$ cat src/rtl/keypad_key_fifo_pkg.sv
// Shared definitions for the keypad key FIFO: key code width, default
// depth, the 16 key code values used by the scanner, and the per-cycle
// FIFO operation encoding.
package keypad_key_fifo_pkg;

    localparam int KEY_W_DEF = 4;
    localparam int DEPTH_DEF = 4;

    // Key codes shared with the keypad scanner.
    typedef enum logic [3:0] {
        KEY_0 = 4'h0, KEY_1 = 4'h1, KEY_2 = 4'h2, KEY_3 = 4'h3,
        KEY_4 = 4'h4, KEY_5 = 4'h5, KEY_6 = 4'h6, KEY_7 = 4'h7,
        KEY_8 = 4'h8, KEY_9 = 4'h9, KEY_A = 4'hA, KEY_B = 4'hB,
        KEY_C = 4'hC, KEY_D = 4'hD, KEY_E = 4'hE, KEY_F = 4'hF
    } key_code_e;

    // What the FIFO does in a given cycle, already resolved by priority.
    typedef enum logic [2:0] {
        OP_IDLE  = 3'd0,
        OP_FLUSH = 3'd1,
        OP_BOTH  = 3'd2,
        OP_PUSH  = 3'd3,
        OP_DROP  = 3'd4,
        OP_POP   = 3'd5
    } fifo_op_e;

endpackage

$ cat src/rtl/keypad_edge_detect.sv
// Rising-edge detector for a level strobe: one pulse per low-to-high
// transition, so a held strobe produces exactly one event.
module keypad_edge_detect (
    input  logic clk,
    input  logic reset,
    input  logic strobe,
    output logic pulse
);

    logic strobe_q_r;

    // Remember the previous strobe level; cleared so a strobe already high
    // right after reset still counts as a new event.
    always_ff @(posedge clk or posedge reset) begin
        if (reset) begin
            strobe_q_r <= 1'b0;
        end else begin
            strobe_q_r <= strobe;
        end
    end

    assign pulse = strobe & ~strobe_q_r;

endmodule

$ cat src/rtl/keypad_key_fifo.sv
// Key event FIFO: captures each new scanner key event and queues the code
// for a valid/ready consumer. Reports occupancy, full, and a sticky
// overflow flag raised when an event had to be dropped.
module keypad_key_fifo
    import keypad_key_fifo_pkg::*;
#(
    parameter int DEPTH = DEPTH_DEF,
    parameter int KEY_W = KEY_W_DEF
) (
    input  logic                     clk,
    input  logic                     reset,
    input  logic                     key_interrupt,
    input  logic [KEY_W-1:0]         key_data,
    input  logic                     flush,
    input  logic                     clear_overflow,
    input  logic                     out_ready,
    output logic                     out_valid,
    output logic [KEY_W-1:0]         out_data,
    output logic [$clog2(DEPTH):0]   count,
    output logic                     full,
    output logic                     overflow
);

    localparam int PTR_W = $clog2(DEPTH);
    localparam int CNT_W = PTR_W + 1;
    localparam logic [PTR_W-1:0] PTR_ONE   = PTR_W'(1'b1);
    localparam logic [CNT_W-1:0] CNT_ONE   = CNT_W'(1'b1);
    localparam logic [CNT_W-1:0] CNT_ZERO  = CNT_W'(1'b0);
    localparam logic [CNT_W-1:0] CNT_DEPTH = CNT_W'(DEPTH);

    logic [KEY_W-1:0] mem_r [DEPTH];
    logic [PTR_W-1:0] rd_ptr_r;
    logic [PTR_W-1:0] wr_ptr_r;
    logic [CNT_W-1:0] count_r;
    logic             overflow_r;
    logic [KEY_W-1:0] out_data_r;

    logic             push_s;
    logic             pop_s;
    logic             full_s;
    logic             valid_s;
    fifo_op_e         op_s;
    logic [PTR_W-1:0] rd_ptr_next_s;
    logic [PTR_W-1:0] wr_ptr_next_s;
    logic [CNT_W-1:0] count_next_s;
    logic             wr_en_s;
    logic             overflow_next_s;
    logic [KEY_W-1:0] out_data_next_s;

    keypad_edge_detect u_edge (
        .clk    (clk),
        .reset  (reset),
        .strobe (key_interrupt),
        .pulse  (push_s)
    );

    assign valid_s = (count_r != CNT_ZERO);
    assign full_s  = (count_r == CNT_DEPTH);
    assign pop_s   = valid_s & out_ready;

    // Resolve this cycle's push/pop/flush into a single prioritised operation.
    always_comb begin
        op_s = OP_IDLE;
        if (flush) begin
            op_s = OP_FLUSH;
        end else if (push_s && pop_s) begin
            op_s = OP_BOTH;
        end else if (push_s && full_s) begin
            op_s = OP_DROP;
        end else if (push_s) begin
            op_s = OP_PUSH;
        end else if (pop_s) begin
            op_s = OP_POP;
        end else begin
            op_s = OP_IDLE;
        end
    end

    // Next pointers, occupancy, write enable and overflow for the chosen operation.
    always_comb begin
        rd_ptr_next_s = rd_ptr_r;
        wr_ptr_next_s = wr_ptr_r;
        count_next_s  = count_r;
        wr_en_s       = 1'b0;
        case (op_s)
            OP_FLUSH: begin
                rd_ptr_next_s = {PTR_W{1'b0}};
                wr_ptr_next_s = {PTR_W{1'b0}};
                count_next_s  = CNT_ZERO;
            end
            OP_BOTH: begin
                // When full the slot freed by the read is the one written.
                wr_en_s       = 1'b1;
                wr_ptr_next_s = wr_ptr_r + PTR_ONE;
                rd_ptr_next_s = rd_ptr_r + PTR_ONE;
            end
            OP_PUSH: begin
                wr_en_s       = 1'b1;
                wr_ptr_next_s = wr_ptr_r + PTR_ONE;
                count_next_s  = count_r + CNT_ONE;
            end
            OP_POP: begin
                rd_ptr_next_s = rd_ptr_r + PTR_ONE;
                count_next_s  = count_r - CNT_ONE;
            end
            OP_DROP: begin
                count_next_s  = count_r;
            end
            OP_IDLE: begin
                count_next_s  = count_r;
            end
            default: begin
                count_next_s  = count_r;
            end
        endcase

        // A dropped event beats a same-cycle clear.
        if (op_s == OP_DROP) begin
            overflow_next_s = 1'b1;
        end else if (clear_overflow) begin
            overflow_next_s = 1'b0;
        end else begin
            overflow_next_s = overflow_r;
        end
    end

    // Registered head-of-queue value; holds its last value when the FIFO empties.
    always_comb begin
        out_data_next_s = out_data_r;
        if (count_next_s == CNT_ZERO) begin
            out_data_next_s = out_data_r;
        end else if (wr_en_s && (wr_ptr_r == rd_ptr_next_s)) begin
            out_data_next_s = key_data;
        end else begin
            out_data_next_s = mem_r[rd_ptr_next_s];
        end
    end

    // Storage array; contents need no reset since only counted entries are read.
    always_ff @(posedge clk) begin
        if (wr_en_s) begin
            mem_r[wr_ptr_r] <= key_data;
        end
    end

    // Control state and registered outputs.
    always_ff @(posedge clk or posedge reset) begin
        if (reset) begin
            rd_ptr_r   <= {PTR_W{1'b0}};
            wr_ptr_r   <= {PTR_W{1'b0}};
            count_r    <= CNT_ZERO;
            overflow_r <= 1'b0;
            out_data_r <= {KEY_W{1'b0}};
        end else begin
            rd_ptr_r   <= rd_ptr_next_s;
            wr_ptr_r   <= wr_ptr_next_s;
            count_r    <= count_next_s;
            overflow_r <= overflow_next_s;
            out_data_r <= out_data_next_s;
        end
    end

    assign out_valid = valid_s;
    assign out_data  = out_data_r;
    assign count     = count_r;
    assign full      = full_s;
    assign overflow  = overflow_r;

endmodule
$ cat config.mk
export PLATFORM = sky130hd
export DESIGN_NAME = keypad_key_fifo
export DESIGN_NICKNAME = d
export VERILOG_FILES = /design/src/rtl/keypad_key_fifo_pkg.sv /design/src/rtl/keypad_edge_detect.sv /design/src/rtl/keypad_key_fifo.sv
export SDC_FILE = /design/constraint.sdc
export NUM_CORES = 1
export LEC_CHECK = 0
export ABC_AREA = 0
export BUFFER_PORTS_ARGS = -buffer_cell sky130_fd_sc_hd__buf_2
export CAP_MARGIN = 20
export CORE_ASPECT_RATIO = 2
export CORE_UTILIZATION = 30
export CTS_BUF_LIST = sky130_fd_sc_hd__clkbuf_2
export DETAILED_ROUTE_END_ITERATION = 8
export HOLD_SLACK_MARGIN = 0.06
export PLACE_DENSITY_LB_ADDON = 0.2
export SLEW_MARGIN = 0
export SYNTH_ARGS = -nofsm -noshare
export SYNTH_HDL_FRONTEND = slang
export SYNTH_SLANG_ARGS = --single-unit
$ cat constraint.sdc
create_clock -name clk -period 7.4 [get_ports clk]
set_input_delay 0.37 -clock clk [delete_from_list [all_inputs] [get_ports clk]]
set_output_delay 0.37 -clock clk [all_outputs]
set_load 0.02 [all_outputs]
==> flow_summary.ini <==
[clock_network]
insertion_delay_ns = 0.36
post_cts_resized = 0
cts_tree = done
ctsLongestPathBuffers = 2
cts.sinks = 29
cts_max_level = 2
postCtsSetupBuffers = 0
root_buffer = clkbuf_2
cts_buffers = 5
clk_pin_slew_ns = 0.16

[setup_path]
crit_chain = or3_4, nor3b_1, fa_1, nor4_1, o21ai_0, a31oi_1, a21o_1, mux2_4
setup.worst_path.class = reg2reg
cp_max_fo = 10
slowest_stage = dfrtp_1
startpoint_type = register
arrival_ns = 3.16
crit_required_ns = 7.64
critPathMaxStageDelay_ns = 0.55
worstSetupEndpointType = register

[floorplanning]
die_area_mm2 = 0.00538
dieHeight_um = 103
num_rows = 36
coreArea_mm2 = 0.00486
io_pins = 20
initial_core_util_pct = 31.3
die_w_um = 52.4

[layout]
syn_to_final_growth_pct = 12.1
final_cell_mix = buf_2, edfxtp_1, dfrtp_1
final_common_cell = buf_2
antennaDiodeCount = 0
n_fill_cell = 510
drive_gt1_share_pct = 22.4
nNetsFinal = 157

[timing]
setup_violations = 0
fin_crit_sh_pct = 39.4
maxSlewViolCount = 0
setup_slack_ns = 4.49
period_needed_ns = 2.91
hold_viol = 0
tightest_slew_ns = 0.807
skew_ns = 0.0199
slew_headroom_pct = 45.4
grt_setup_unrepaired = false
setup_tns_ns = 0
timing.fmax_ghz = 0.343

[power_and_ir_drop]
power_frac_comb_pct = 41.8
p_leak_nw = 0.731
p_sw_uw = 206
ir_worst_vdd_mv = 0.167
switching_share_pct = 39.4
pwr-share-clk_pct = 14.6
seq_power_share_pct = 43.6
powerDensity_mw_per_mm2 = 306
internal_power_uw = 316

[route]
wl_per_cell_um = 16.3
firstDrtPassIters = 4
ant_nets = 0
vias = 1000
drtIter0Drc = 19
drt-total-wl_um = 3250
drc = 0
viasPerCell = 5.00

[grt]
track_usage_pct = 14.1
antenna_found_initial = 0
grt_pass1_wl_um = 5290
overflow = 0
grt_pass1_vias = 1052
grt_max_degree = 15

[place]
hpwl_um = 2410
post-place-ws_ns = 4.50
port_buffers = 19
gp_congestion = 0.811

[yosys]
async_flop_share_pct = 44.8
yosysWarningCount = 0
ys_top_cells_by_area = edfxtp_1, dfrtp_1, ha_1
syn-mean-instance-area_um2 = 12.8
synth_seq_area_share_pct = 53.0
synth_top_area_cell = edfxtp_1
synth_edf_count = 16
synthesis.nets = 134
netlist_area_mm2 = 0.00152
synth_top_area_share_pct = 31.6
yosys_most_used_dff = edfxtp_1
ys_types = 41
synth-seq-cells = 29
synthCells = 119

[hold_path]
min_path_type = in2reg

[status]
run_status = complete, no violations

[job]
drv_cap = 0
-- worst paths after layout --
| kind | from | endpoint | slack (ns) | cells after the start |
|---|---|---|---|---|
| worst max-delay path | count[0] | out_data[3] | 4.49 | 8 |
| worst min-delay path | key_interrupt | u_edge.strobe_q_r | 0.12 | 1 |
| worst max register to register | count[0] | out_data[3] | 4.49 | 8 |
| worst min register to register | overflow | overflow | 0.53 | 2 |
| max in group asynchronous | reset | out_data[3] | 6.46 | 3 |
| min in group asynchronous | reset | u_edge.strobe_q_r | 0.56 | 3 |
-- logic make-up after synthesis --
logic type      after synthesis  synth area share [%]
flops                        29                  53.0
simple gates                 32                  11.9
fa+ha+maj                     5                  4.61
buf+inv                       8                  2.96
mux                           8                  6.25
xor+xnor                      6                  6.50
compound gates               31                  14.8
-- cells in the mapped netlist (all sizes together) (2+ instances only) --
library cell,n
edfxtp,16
dfrtp,13
nor2,9
and2,7
a21oi,6
o21ai,6
mux2i,5
nand2,5
ha,4
inv,4
a211o,3
a22o,3
mux2,3
o21a,3
xor2,3
a21o,2
a31oi,2
buf,2
clkbuf,2
nor2b,2
xnor3,2
-- power by group through the flow --
stage,Clock (mW),Sequential (mW),Combinational (mW)
after floorplan,0,0.239,0.159
after global placement,0,0.230,0.218
after detailed placement,0,0.231,0.219
after CTS,0.0799,0.228,0.221
after global routing,0.0853,0.232,0.238
final,0.0764,0.227,0.218
-- area by class of cell --
| cell class | count | area [um^2] | area share [%] |
|---|---|---|---|
| clock inverters | 3 | 12.5 | 0.734 |
| well taps | 57 | 71.3 | 4.18 |
| flip-flops and latches | 29 | 806 | 47.2 |
| clock buffers | 5 | 25.0 | 1.47 |
| multi-input cells | 82 | 671 | 39.3 |
| inverters | 4 | 15.0 | 0.880 |
| repair buffers | 20 | 105 | 6.16 |
-- critical path, delay by kind of cell, from the launching register on --
family                     cells  cell delay (ns)
AOI/OAI and AO/OA              3             0.61
and+or+nand+nor                3             0.89
DFF                            1             0.55
muxes                          1             0.32
adders and majority gates      1             0.44
-- through the flow --
step | power (mW) | hold WS (ns) | instance area [um^2] | util (%) | instances
2_1_floorplan | 0.397 | 0.247 | 1520 | - | 119
3_3_place_gp | 0.448 | 0.447 | 1660 | 34.1 | 191
3_5_place_dp | 0.450 | 0.449 | 1660 | 34.1 | 191
4_1_cts | 0.529 | 0.101 | 1710 | 35.1 | 200
5_1_grt | 0.555 | 0.0855 | 1710 | 35.1 | 200
6_report | 0.522 | 0.121 | 1710 | 35.1 | 200
-- routing by layer --
metal	wire length [um]	GRT usage, %	part of all wire [%]	vias up
li1	-	-	-	478
met1	1230	14.6	38	486
met2	1800	24.7	55	28
met3	105	2.80	3.2	8
met4	121	9.31	3.7	0
met5	0	0	0	-
-- flip-flops by register name, indices dropped and copies added, names as in the netlist --
register	count
out_data	4
u_edge.strobe_q_r	1
overflow	1
rd_ptr_r	2
count	3
mem_r	16
wr_ptr_r	2
-- what timing repair did --
| item | in CTS | in global routing |
|---|---|---|
| setup endpoints to repair | 0 | 0 |
| hold buffers | 1 | 0 |
| endpoints found under the hold margin | 13 | 0 |
(Power assumes the default switching activity.)
